`config.mk`:
```
export PLATFORM = sky130hd
export DESIGN_NAME = egg_hash_engine
export DESIGN_NICKNAME = d
export VERILOG_FILES = /design/src/rtl/egg_hash_engine.sv
export SDC_FILE = /design/constraint.sdc
export NUM_CORES = 2
export LEC_CHECK = 0
export CAP_MARGIN = 20
export CORE_MARGIN = 5
export CORE_UTILIZATION = 35
export DETAILED_ROUTE_END_ITERATION = 10
export GPL_ROUTABILITY_DRIVEN = 1
export HOLD_SLACK_MARGIN = 0.06
export PLACE_DENSITY = 0.6
export SLEW_MARGIN = 0
export SYNTH_ARGS = -nofsm -noshare
export SYNTH_HDL_FRONTEND = slang
export SYNTH_SLANG_ARGS = --single-unit
export TNS_END_PERCENT = 20
```
`constraint.sdc`:
```
create_clock -name clk -period 12.1 [get_ports clk]
set_input_delay 1.815 -clock clk [delete_from_list [all_inputs] [get_ports clk]]
set_output_delay 1.815 -clock clk [all_outputs]
set_load 0.005 [all_outputs]
```
`src/rtl/egg_hash_engine.sv`:
```
// Multi-round iterative hash engine with valid/ready handshakes on job input and result output.
// Round function is XOR-fold (mode 0) or rotate-add (mode 1) over HASH_W-wide header chunks.
module egg_hash_engine #(
  parameter int                DATA_W = 512,
  parameter int                HASH_W = 256,
  parameter int                ROUNDS = 64,
  parameter int                ROT    = 5,
  parameter logic [HASH_W-1:0] IV     = '0,
  localparam int               RW     = $clog2(ROUNDS + 1)
) (
  input  logic              clk,
  input  logic              rst,
  input  logic              in_valid,
  output logic              in_ready,
  input  logic [DATA_W-1:0] header,
  input  logic              mode,
  output logic              out_valid,
  input  logic              out_ready,
  output logic [HASH_W-1:0] gold_hash,
  output logic              busy,
  output logic [RW-1:0]     round,
  output logic [15:0]       jobs_done
);

  // state | meaning
  // IDLE  | waiting for a job, in_ready high
  // RUN   | one round per edge, busy high
  // DONE  | result held on gold_hash until out_ready

  localparam int NCH = DATA_W / HASH_W;

  if (DATA_W % HASH_W != 0) begin : g_bad_width
    $error("egg_hash_engine: DATA_W must be a multiple of HASH_W");
  end
  if (ROUNDS < 1) begin : g_bad_rounds
    $error("egg_hash_engine: ROUNDS must be at least 1");
  end
  if (ROT < 0 || ROT >= HASH_W) begin : g_bad_rot
    $error("egg_hash_engine: ROT must lie in [0, HASH_W)");
  end

  typedef enum logic [1:0] {
    S_IDLE = 2'd0,
    S_RUN  = 2'd1,
    S_DONE = 2'd2
  } state_t;

  state_t              state_q, state_d;
  logic [HASH_W-1:0]   s_q, s_d;
  logic [DATA_W-1:0]   hdr_q, hdr_d;
  logic                mode_q, mode_d;
  logic [RW-1:0]       round_q, round_d;
  logic [HASH_W-1:0]   gold_q, gold_d;
  logic [15:0]         jobs_q, jobs_d;

  int                  chunk_sel;
  logic [HASH_W-1:0]   w_chunk;
  logic [HASH_W-1:0]   s_rot;
  logic [HASH_W-1:0]   s_mixed;

  // Constant-index loop keeps the chunk mux free of variable part-selects.
  always_comb begin
    chunk_sel = int'(round_q) % NCH;
    w_chunk   = '0;
    for (int c = 0; c < NCH; c++) begin
      if (chunk_sel == c) w_chunk = hdr_q[c*HASH_W +: HASH_W];
    end
    s_rot   = (s_q << ROT) | (s_q >> (HASH_W - ROT));
    s_mixed = mode_q ? (s_rot + w_chunk + HASH_W'(round_q)) : (s_q ^ w_chunk);
  end

  always_comb begin
    state_d = state_q;
    s_d     = s_q;
    hdr_d   = hdr_q;
    mode_d  = mode_q;
    round_d = round_q;
    gold_d  = gold_q;
    jobs_d  = jobs_q;
    case (state_q)
      S_IDLE: begin
        if (in_valid) begin
          hdr_d   = header;
          mode_d  = mode;
          s_d     = IV;
          round_d = '0;
          state_d = S_RUN;
        end
      end
      S_RUN: begin
        s_d     = s_mixed;
        round_d = round_q + RW'(1);
        if (round_q == RW'(ROUNDS - 1)) begin
          gold_d  = s_mixed;
          round_d = RW'(ROUNDS);
          state_d = S_DONE;
        end
      end
      S_DONE: begin
        if (out_ready) begin
          jobs_d  = jobs_q + 16'd1;
          round_d = '0;
          state_d = S_IDLE;
        end
      end
      default: state_d = S_IDLE;
    endcase
  end

  always_ff @(posedge clk) begin
    if (rst) begin
      state_q <= S_IDLE;
      s_q     <= '0;
      hdr_q   <= '0;
      mode_q  <= 1'b0;
      round_q <= '0;
      gold_q  <= '0;
      jobs_q  <= '0;
    end else begin
      state_q <= state_d;
      s_q     <= s_d;
      hdr_q   <= hdr_d;
      mode_q  <= mode_d;
      round_q <= round_d;
      gold_q  <= gold_d;
      jobs_q  <= jobs_d;
    end
  end

  assign in_ready  = (state_q == S_IDLE);
  assign busy      = (state_q == S_RUN);
  assign out_valid = (state_q == S_DONE);
  assign gold_hash = gold_q;
  assign round     = round_q;
  assign jobs_done = jobs_q;

endmodule

```
* After elaboration in Yosys (flattened, before gate mapping)
Index checks and enable logic that the tools add are counted.
** Word-level totals
- Register bits :: 1050
- Latch bits :: 0
- Memory bits (writable) :: 0
- ROM bits :: 0
- Input bits :: 517
- Output and inout bits :: 282
- Logic and storage cells :: 42
- Memories :: 0
** Cells by class
- Add/subtract/negate cells :: 4
- $mul :: 0
- Div/mod/pow operators :: 0
- Magnitude comparators :: 0
- Eq/ne operators :: 6
- Shift operators :: 0
- Multiplexer cells :: 13
- Bitwise operators :: 2
- Reductions and logical operators :: 10
** Operators by type and width (number)
- $mux 256 :: 4
- $pmux 256 s2 :: 1
- $add 256x256->256 :: 1
- $add 256x7->256 :: 1
- $or 256x5->256 :: 1
- $xor 256x256->256 :: 1
- $logic_not 32->1 :: 1
- $mux 7 :: 3
- $pmux 7 s3 :: 1
- $add 16x1->16 const B :: 1
- $reduce_and 2->1 :: 4
- $add 7x1->7 const B :: 1
- $eq 7x6->1 const B :: 1
- $mux 2 :: 3
- $pmux 2 s3 :: 1
- $reduce_and 3->1 :: 2
- $ne 2x1->1 const B :: 2
- $reduce_bool 3->1 :: 1
- $eq 2x1->1 const B :: 1
- $eq 2x2->1 const B :: 1
- $logic_not 2->1 :: 1
- $ne 2x2->1 const B :: 1
- $reduce_bool 2->1 :: 1

* Logic depth before layout (Yosys ltp)
- Depth in word-level cells :: 7
- Mapped depth :: 24
- Depth with buffers taken out :: 18

* Least setup slack after synthesis
Ideal clock, no wire load.
- Path type :: reg-to-reg
- Start :: reg round_q[0] (netlist: round[0])
- End :: reg gold_q[241] (netlist: gold_hash[241])
- Arrival time :: 5501 ps
- Data required time :: 11997 ps
- Slack :: 6495 ps
- Stages on the path, launching flop included :: 24
- Buffers on the path :: 5
- Clock period less this slack :: 5605 ps
- Path through :: dfxtp_1 > clkbuf_1 > clkbuf_1 > buf_1 > buf_1 > mux2i_1 > inv_1 > ha_1 > ha_1 > buf_2 > and4_1 > nand4_1 > nor2_1 > nand2_1 > o221ai_1 > o21bai_4 > a211oi_4 > o21ai_2 > a41oi_2 > o21a_2 > o41ai_4 > a41oi_2 > xnor2_1 > a2111oi_2
** On the way
- Longest elaborated chain between the ends :: 6
- Elaborated cells between the ends (all ways) :: 9
- Classes of those cells :: 2 x add/sub; 1 x eq/ne; 3 x mux; 1 x bitwise; 2 x reduce/logical
** RTL lines
- from (decl) :: RTL line 52 : logic [RW-1:0] round_q, round_d;
- from (signal assigned) :: RTL line 124 : round_q <= round_d;
- $logic_not 32->1 :: RTL line 66 : if (chunk_sel == c) w_chunk = hdr_q[c*HASH_W +: HASH_W];
- $mux 256 (2 in series) :: RTL line 66
- $add 256x256->256 :: RTL line 69 : s_mixed = mode_q ? (s_rot + w_chunk + HASH_W'(round_q)) : (s_q ^ w_chunk);
- $add 256x7->256 :: RTL line 69
- $mux 256 :: RTL line 69
- to (signal assigned) :: RTL line 125 : gold_q <= gold_d;
- to (decl) :: RTL line 53 : logic [HASH_W-1:0] gold_q, gold_d;
Several ways; a longest one is shown, not always the timed one.
A chain may end at the register's enable or synchronous reset.

* Worst setup path after layout
- Start :: reg round_q[0] (netlist: round[0])
- End :: reg s_q[248]
** On the way
- Longest elaborated chain between the ends :: 7
- Elaborated cells between the ends (all ways) :: 8
- Classes of those cells :: 2 x add/sub; 4 x mux; 1 x bitwise; 1 x reduce/logical
** RTL lines
- $logic_not 32->1 :: RTL line 66
- $mux 256 (2 in series) :: RTL line 66
- $add 256x256->256 :: RTL line 69
- $add 256x7->256 :: RTL line 69
- $mux 256 (*) :: RTL line 69
- $pmux 256 s2 (*) :: RTL line 80 : case (state_q)
- to (signal assigned) :: RTL line 113 : s_q <= '0;
- to (signal assigned) :: RTL line 121 : s_q <= s_d;
- to (decl) :: RTL line 49 : logic [HASH_W-1:0] s_q, s_d;
Mark *: on every way between the ends. The rest lies on a longest branch, timed or not.

==> reports/qor.txt <==
path depth of the worst reg2reg path: 19
CTS Hold Bufs: 0
Psw: 2.68 mW
Initial Util: 0.351
PD cells: 112 mW/mm2
Hold Path Sink: hdr_q[41]
routed via count: 67316
crit path setup slack, layout: 4.62 ns
fin crit period: 7.48 ns
Seq/Total Area, Yosys: 0.312
IO buf count: 798
root buffer cell: clkbuf_16
cells after synthesis: 8941
top_reg_cell synth: dfxtp_1
Core ar.: 0.192 mm2
actual slew at the worst max-slew pin: 1.25 ns
ANT nets after route: 0
post-synth net total: 9970
clk sink count: 1050
final setup fails: 0
Seq pwr share: 0.409
Final Instance Area: 0.0810 mm2
Clock H-tree levels: 3
io pins: 799
count of pins over their slew limit: 0
Detail Placement HPWL: 230000 um
Max stage delay on crit path: 0.86 ns
critical path endpoint category: register
Critical R2R Launch: round[0]
Async SR Flop Fraction: 0
total wire length: 294000 um
run status: completed
Peak VDD IR: 0.107 mV
pre-CTS setup slack: 4.78 ns
Syn. warnings: 0
Die W: 449 um
Net Sw Frac: 0.296
GR Overflow Total: 0
total CTS buffers: 120
Crit path required time: 12.76 ns
capturing point of the worst reg2reg path: s_q[248]
Clock Skews: 0.0399 ns
Pint: 6.36 mW
antenna violations before repair: 6
RSZ-0062 raised after global routing: false
Final Hold Fails: 0
number of synthesized flops with an enable pin: 0
max_cap viols: 0
Clk Latency, worst-skew pair: 0.82 ns
startpoint types: register
GRT Util Overall: 0.276
Setup Fix Bufs, Post-CTS: 0
Comb pwr share: 0.170
Post-Place Cell Area: 0.0770 mm2
final core utilization: 0.422
commonest non-fill, non-tap cell in the layout: nand2_1
static leakage: 31.1 nW
flop-to-flop setup slack: 4.62 ns
Die Height: 449 um
Remaining DRCs: 0
Fmax: 0.134 GHz
DR iter-0 viols: 5223
worst path arrival time: 8.15 ns
drt via density: 5.62
hold path startpoint: hdr_q[41]
slowest stage cell, crit path: dfxtp_4
worst-path fanout max: 67
largest net degree at the start of global routing: 201
Avg WL per Cell: 24.6 um
hold path depth: 2
first-pass iteration count of the detailed router: 8
Slew headroom: 0.165
Rows: 161
Synth Cell Area: 0.0674 mm2
Period Utilization, post-route: 0.618
global-route wire length before repair: 430000 um
clk slew on worst S/H paths: 0.06 ns
Synth-to-Final Area Change: 20.2%
final setup TNS: 0 ns
TritonCTS clock tree: yes
WS Path Type: reg -> reg
post_cts resized: 0
Yosys reg bits: 1050
layout filler cell count: 19792
crit path cell chain: buf_12 > buf_4 > mux2_2 > ha_1 > ha_1 > nand4_1 > nor2_1 > nand2_1 > or3_1 > nor4_1 > o21ai_0 > buf_4 > o211a_1 > o21ai_1 > a41oi_1 > o21ai_1 > xnor2_1 > o221a_2 > nor2_1
highest-count cells in the layout ignoring fill and taps: nand2_1 (1617), a21oi_1 (1217), dfxtp_1 (1048)
layout cells sized above 1: 0.0640
Final GP Congestion: 1.02
Yosys cell types: 109
Avg Inst Size Synth: 7.54 um2
Clock Power Share: 0.421
number of global-route vias before repair: 65978
fin nets: 10371
die area: 0.202 mm2
clk buf depth: 3
Hold Path Class: reg -> reg
cells in the mapped netlist, types with 169 or more instances:
cell | number | area share
nor3_1 | 237 | 0.018
o21ai_0 | 482 | 0.036
nand2_1 | 1619 | 0.090
dfxtp_1 | 1050 | 0.31
a21oi_1 | 1217 | 0.090
nand4_1 | 169 | 0.016
clkbuf_1 | 430 | 0.024
xnor2_1 | 330 | 0.043
nor2_1 | 961 | 0.053
ha_1 | 504 | 0.094
mux2_2 | 195 | 0.033
xor2_1 | 186 | 0.024
layout make-up:
class                      count  area [um2]  share of cell area
clock inverter                58         616             0.00760
clock buffer                 168        3460              0.0426
multi-input combinational   7149       43600               0.537
sequential                  1050       21000               0.259
inverter                     149         562             0.00693
tap                         2526        3160              0.0390
antenna                        3        7.51           0.0000926
timing repair buffer         872        8670               0.107
power groups by stage:
stage	clock (mW)	combinational, mW	sequential [mW]
after floorplan	0	1.00	3.72
after CTS	3.88	1.53	3.70
after global placement	0	1.51	3.77
final	3.80	1.54	3.70
after detailed placement	0	1.52	3.77
after global routing	4.02	1.68	3.71
how the worst max path moves through the flow:
stage / from / endpoint / cells after the start
5_1_grt: round[0] / s_q[248] / 19
3_3_place_gp: round[0] / s_q[243] / 18
6_report: round[0] / s_q[248] / 19
3_5_place_dp: round[0] / s_q[143] / 20
2_1_floorplan: round[0] / gold_hash[241] / 23
4_1_cts: round[0] / s_q[143] / 20
worst max-delay path, delay by kind of cell, from the launching register on:
| kind | cells | cell delay, ns |
|---|---|---|
| AOI/OAI and AO/OA | 6 | 1.71 |
| muxes | 1 | 0.48 |
| buffers and inverters | 3 | 1.30 |
| DFF | 1 | 0.86 |
| and+or+nand+nor | 6 | 1.78 |
| xor gates and xnor gates | 1 | 0.21 |
| adders and majority gates | 2 | 0.77 |
routing by layer:
metal | wire length, um | part of all wire | track usage
met2 | 142000 | 0.48 | 0.479
met5 | 0 | 0 | 0
met1 | 120000 | 0.41 | 0.333
met4 | 17700 | 0.060 | 0.144
met3 | 14600 | 0.049 | 0.0381
stage by stage:
step	instances	hold WS, ns	power [mW]
finish	11975	0.450	9.04
global route	11974	0.467	9.40
CTS	11971	0.452	9.11
detailed placement	11745	0.443	5.30
global placement	11738	0.439	5.28
floorplan	8941	0.433	4.73
flip-flops by register name (all words and copies together), names as in the netlist:
register   cells
s_q          256
gold_hash    256
mode_q         1
hdr_q        512
round          7
state_q        2
jobs_done     16
cell families (layout without fill, tap and decap cells):
kind of cell | Yosys count | after routing | synth area share
DFF | 1050 | 1050 | 0.312
other | 0 | 3 | 0
adders and majority gates | 512 | 512 | 0.0959
xor gates and xnor gates | 516 | 516 | 0.0670
and+or+nand+nor | 3308 | 3308 | 0.210
muxes | 300 | 300 | 0.0481
buffers and inverters | 742 | 1247 | 0.0436
AOI/OAI and AO/OA | 2513 | 2513 | 0.224
Note: power is estimated with default switching activity, not from simulation.
